==> src/rtl/mole_pkg.sv <==
// Shared types and default constants for the whack-a-mole controller.
package mole_pkg;

  typedef enum logic [2:0] {
    S_IDLE,
    S_SPAWN,
    S_SHOW,
    S_GAP,
    S_OVER
  } state_t;

  localparam int GAME_SEC_DEF      = 30;
  localparam int TICKS_PER_SEC_DEF = 8;
  localparam int WIN_TICKS_DEF     = 8;
  localparam int GAP_TICKS_DEF     = 2;

  localparam logic [7:0] LFSR_SEED = 8'hA5;

  function automatic logic [3:0] onehot(input logic [1:0] i);
    return 4'b0001 << i;
  endfunction

endpackage

==> src/rtl/mole_lfsr.sv <==
// 8-bit Fibonacci LFSR, x^8+x^6+x^5+x^4+1, stepping every clock.
module mole_lfsr
  import mole_pkg::*;
(
  input  logic       clk,
  input  logic       rst,
  output logic [1:0] rnd
);

  logic [7:0] q;

  always_ff @(posedge clk or posedge rst) begin
    if (rst) q <= LFSR_SEED;
    else     q <= {q[6:0], q[7] ^ q[5] ^ q[4] ^ q[3]};
  end

  assign rnd = q[1:0];

endmodule

==> src/rtl/mole_ctrl.sv <==
// Whack-a-mole controller: mole spawning, hit scoring and game timer.
// Define MOLE_CTRL_SPEEDUP_EN to halve the mole window late in a game.
module mole_ctrl
  import mole_pkg::*;
#(
  parameter int GAME_SEC      = GAME_SEC_DEF,
  parameter int TICKS_PER_SEC = TICKS_PER_SEC_DEF,
  parameter int WIN_TICKS     = WIN_TICKS_DEF,
  parameter int GAP_TICKS     = GAP_TICKS_DEF
) (
  input  logic       clk,
  input  logic       rst,
  input  logic       tick,
  input  logic       start,
  input  logic [3:0] btn,
  output logic [3:0] mole_pos,
  output logic       getpoint,
  output logic [1:0] p,
  output logic       new_game,
  output logic [5:0] time_left,
  output logic       game_over
);

  localparam int SW = (TICKS_PER_SEC > 1) ? $clog2(TICKS_PER_SEC) : 1;

  state_t        state, state_n;
  logic          start_q;
  logic [3:0]    btn_q;
  logic [SW-1:0] sec_cnt;
  logic [3:0]    win, thr, gap_cnt, win_load;
  logic [1:0]    pos, rnd, pos_new;
  logic [3:0]    btn_e;
  logic          start_e, in_play, sec_end, expire, hit, launch;

  mole_lfsr u_lfsr (
    .clk (clk),
    .rst (rst),
    .rnd (rnd)
  );

  assign start_e = start & ~start_q;
  assign btn_e   = btn & ~btn_q;
  assign in_play = state inside {S_SPAWN, S_SHOW, S_GAP};
  assign launch  = (state inside {S_IDLE, S_OVER}) && start_e;
  assign sec_end = in_play && tick
                && (sec_cnt == SW'(TICKS_PER_SEC - 1));
  assign expire  = sec_end && (time_left == 6'd1);

  assign mole_pos  = (state == S_SHOW) ? onehot(pos) : 4'd0;
  assign game_over = (state == S_OVER);
  assign hit       = (state == S_SHOW) && (btn_e == mole_pos);

  // never light the same hole twice in a row
  assign pos_new = (rnd == pos) ? rnd + 2'd1 : rnd;

`ifdef MOLE_CTRL_SPEEDUP_EN
  assign win_load = (time_left > 6'(GAME_SEC / 2))
                  ? 4'(WIN_TICKS) : 4'(WIN_TICKS / 2);
`else
  assign win_load = 4'(WIN_TICKS);
`endif

  always_comb begin
    state_n = state;
    unique case (state)
      S_IDLE,
      S_OVER:  if (start_e) state_n = S_SPAWN;
      S_SPAWN: state_n = S_SHOW;
      S_SHOW: begin
        if (hit)                      state_n = S_GAP;
        else if (tick && win == 4'd1) state_n = S_GAP;
      end
      S_GAP: begin
        if (tick && gap_cnt == 4'(GAP_TICKS - 1))
          state_n = S_SPAWN;
      end
      default: state_n = S_IDLE;
    endcase
    // time expiry overrides any play transition
    if (expire) state_n = S_OVER;
  end

  always_ff @(posedge clk or posedge rst) begin
    if (rst) begin
      state     <= S_IDLE;
      start_q   <= 1'b0;
      btn_q     <= 4'd0;
      getpoint  <= 1'b0;
      p         <= 2'd0;
      new_game  <= 1'b0;
      time_left <= 6'd0;
      sec_cnt   <= '0;
      win       <= 4'd0;
      thr       <= 4'd0;
      gap_cnt   <= 4'd0;
      pos       <= 2'd0;
    end else begin
      state    <= state_n;
      start_q  <= start;
      btn_q    <= btn;
      new_game <= launch;
      getpoint <= hit;
      p        <= hit ? ((win > thr) ? 2'd2 : 2'd1) : 2'd0;

      if (launch) begin
        time_left <= 6'(GAME_SEC);
        sec_cnt   <= '0;
      end else if (in_play && tick) begin
        if (sec_end) begin
          sec_cnt   <= '0;
          time_left <= time_left - 6'd1;
        end else begin
          sec_cnt <= sec_cnt + SW'(1);
        end
      end

      if (state == S_SPAWN) begin
        pos <= pos_new;
        win <= win_load;
        thr <= win_load >> 1;
      end else if (state == S_SHOW && !hit && tick) begin
        win <= win - 4'd1;
      end

      if (state == S_SHOW)
        gap_cnt <= 4'd0;
      else if (state == S_GAP && tick)
        gap_cnt <= gap_cnt + 4'd1;
    end
  end

endmodule

==> config.mk <==
export PLATFORM = sky130hd
export DESIGN_NAME = mole_ctrl
export DESIGN_NICKNAME = d
export VERILOG_FILES = /design/src/rtl/mole_pkg.sv /design/src/rtl/mole_lfsr.sv /design/src/rtl/mole_ctrl.sv
export SDC_FILE = /design/constraint.sdc
export NUM_CORES = 1
export LEC_CHECK = 0
export ABC_CLOCK_PERIOD_IN_PS = 3780
export BUFFER_PORTS_ARGS = -buffer_cell sky130_fd_sc_hd__buf_2
export CAP_MARGIN = 10
export CORE_ASPECT_RATIO = 0.75
export CORE_MARGIN = 8
export CORE_UTILIZATION = 53
export CTS_CLUSTER_SIZE = 12
export DETAILED_ROUTE_END_ITERATION = 12
export PLACE_DENSITY = 0.75
export RECOVER_POWER = 100
export SYNTH_ARGS = -nofsm -noshare
export SYNTH_HDL_FRONTEND = slang
export SYNTH_SLANG_ARGS = --single-unit
==> constraint.sdc <==
create_clock -name clk -period 3.78 [get_ports clk]
set_input_delay 0.567 -clock clk [delete_from_list [all_inputs] [get_ports clk]]
set_output_delay 0.567 -clock clk [all_outputs]
set_load 0.03 [all_outputs]
==> impl_metrics.json <==
{
  "dp_hpwl_mm": 2.79,
  "grt_pass1_wl_mm": 6.30,
  "peakVddDrop_mv": 0.290,
  "cts_tree": "done",
  "p_leak_uw": 0.00105,
  "fin_util_pct": 60.6,
  "ys_types": 53,
  "gr-usage-met3_pct": 4.32,
  "cts_hold_buf": 0,
  "grt_use_total_pct": 12.7,
  "routabilityCongestion": 0.790,
  "synth.avg_cell_area_um2": 10.7,
  "grt-ovfl-total": 0,
  "clock_skew_ns": 0.00795,
  "fin_cells": 272,
  "path_class": "flop to output port",
  "power.density_nw_per_um2": 666,
  "fin_setup_tns_ns": 0,
  "ys.flop_type": "dfrtp_1",
  "antenna_cells": 0,
  "hp-class": "primary input to async pin",
  "syn_to_final_growth_pct": 7.61,
  "grt_max_degree": 24,
  "cts_buffers": 5,
  "drt_iter0_markers": 76,
  "die_h_um": 70.4,
  "ys_seq_elements": 40,
  "cts_root_buf": "clkbuf_8",
  "synth_top_area_cell": "dfrtp_1",
  "final_area_um2": 2250,
  "fin_crit_ns": 2.50,
  "die_area_um2": 6230,
  "async_flop_share_pct": 100,
  "grt_pass1_vias": 1338,
  "clk_pin_slew_ns": 0.08,
  "core_area_um2": 3710,
  "ys_seq_area_share_pct": 48.2,
  "port_buffers": 22,
  "status": "finished, final reports clean",
  "slew_headroom_pct": 21.8,
  "dpl_cell_area_um2": 2210,
  "die_w_um": 88.5,
  "ys_top_cells_by_area": "dfrtp_1 (43%), ha_1 (6.0%), dfstp_2 (5.0%)",
  "dp_cells": 264,
  "finalHoldViolCount": 0,
  "post-synth-top-count-cell": "dfrtp_1",
  "yosys_warnings": 0,
  "multiInputGateArea_um2": 935,
  "row_count": 19,
  "fmax_mhz": 399,
  "detail-route-antenna-nets": 0,
  "dr.pass1.iters": 4,
  "rsz0062_at_grt": "no",
  "worstPathCellList": "nor3b_1 -> and3_1 -> buf_2",
  "max_cap_viol_count": 0,
  "syn-cell-area_um2": 2090,
  "fill_cells": 336,
  "clock_latency_ns": 0.29,
  "yosys-top-cells-count": "dfrtp_1 (36), nand2_1 (18), nor2_1 (16)",
  "synth_edf_count": 0,
  "worstMarginPinSlew_ns": 1.17,
  "cp-end-kind": "output port",
  "routedWlPerCell_um": 13.5,
  "drive_gt1_share_pct": 10.9,
  "required_ns": 3.21,
  "yosysTopAreaCellShare_pct": 43.1,
  "cts.repair.resized": 0,
  "drc": 0,
  "viasPerCell": 5.33,
  "globalRouteMet2Util_pct": 17.4,
  "drt_wl_total_mm": 3.68,
  "slew_violations": 0,
  "htree_levels": 2,
  "syn_inst": 196,
  "clockBufferDepth": 2,
  "vias": 1449,
  "antenna_found_initial": 0,
  "critPathMaxStageDelay_ns": 0.66,
  "syn_nets": 214,
  "initial_core_util_pct": 56.3,
  "arrival_ns": 1.94,
  "critPathTopFamily": "simple AND/OR/NAND/NOR gates",
  "slowest_stage": "nor3b_1",
  "post_cts_buffers": 0,
  "register_area_um2": 1010,
  "clock-sinks": 40,
  "final_net_count": 237,
  "cp-start-kind": "flop",
  "crit_buf_inv": 1,
  "top_usage_layer": "met1",
  "use_met1_pct": 18.7,
  "finalCritPeriodShare_pct": 66.3,
  "crit_fanout": 12,
  "ioPinCount": 23,
  "setup_viol": 0
}
-- state kept, by name, indices dropped and copies added (netlist names) --
register,cells
gap_cnt,4
p,2
sec_cnt,3
new_game,1
state,3
thr,1
time_left,6
win,4
pos,2
u_lfsr.q,8
getpoint,1
start_q,1
btn_q,4
-- routing by layer --
| layer | part of all wire, % | wire [µm] |
|---|---|---|
| met5 | 0 | 0 |
| met4 | 0.11 | 4 |
| met3 | 6.3 | 230 |
| met2 | 41 | 1500 |
| met1 | 53 | 1940 |
-- placed cells by master (no fill, tap or decap), drive strengths merged, types with 7 or more instances in the layout --
cell type	netlist	final
nand2b	7	7
nand2	18	18
nor3	11	11
nor2	16	16
clkbuf	5	23
a21oi	8	8
ha	10	10
inv	10	10
dfrtp	36	36
-- report_power, final --
group	internal, µW	total, µW	switching (µW)
logic	195	509	314
registers	527	647	120
clock network	195	343	147
-- through the flow --
stage                     setup slack (ns)  hold slack, ns  power [µW]
after detailed placement              1.70           0.338        1200
after global routing                  1.13           0.385        1610
after CTS                             1.38           0.367        1540
final                                 1.28           0.351        1500
after floorplan                       1.86           0.333        1090
after global placement                1.72           0.335        1180
-- logic make-up after synthesis --
logic type,synth area share (%)
buffers and inverters,4.73
adders and majority gates,5.99
xor gates and xnor gates,4.19
AOI/OAI and AO/OA,12.3
muxes,1.44
DFF,48.2
and+or+nand+nor,23.2
-- cell type report --
| cell class | count | share of cell area, % |
|---|---|---|
| clock inverter | 3 | 1.89 |
| sequential | 40 | 44.8 |
| clock buffer | 5 | 3.06 |
| tap | 52 | 2.90 |
| multi-input combinational | 139 | 41.6 |
| timing repair buffer | 23 | 4.12 |
| inverter | 10 | 1.67 |
-- final timing paths --
| check | startpoint | to | slack [ns] | cells past startpoint |
|---|---|---|---|---|
| max | state[0]$_DFFE_PP0P_ | mole_pos[3] | 1.28 | 3 |
| min | rst | gap_cnt[2]$_DFFE_PP0P_ | 0.35 | 2 |
| max reg2reg | state[0]$_DFFE_PP0P_ | state[1]$_DFFE_PP0P_ | 1.58 | 5 |
| min reg2reg | u_lfsr.q[6]$_DFF_PP0_ | u_lfsr.q[7]$_DFF_PP1_ | 0.36 | 0 |
| max in group asynchronous | rst | u_lfsr.q[1]$_DFF_PP0_ | 1.94 | 3 |
| min in group clk | u_lfsr.q[6]$_DFF_PP0_ | u_lfsr.q[7]$_DFF_PP1_ | 0.36 | 0 |
-- worst register-to-register path: cells and delay by family (launching register included) --
family	cells	cell delay (ns)
compound gates	1	0.31
flops	1	0.56
simple gates	4	1.20
Note: power is estimated with default switching activity, not from simulation.
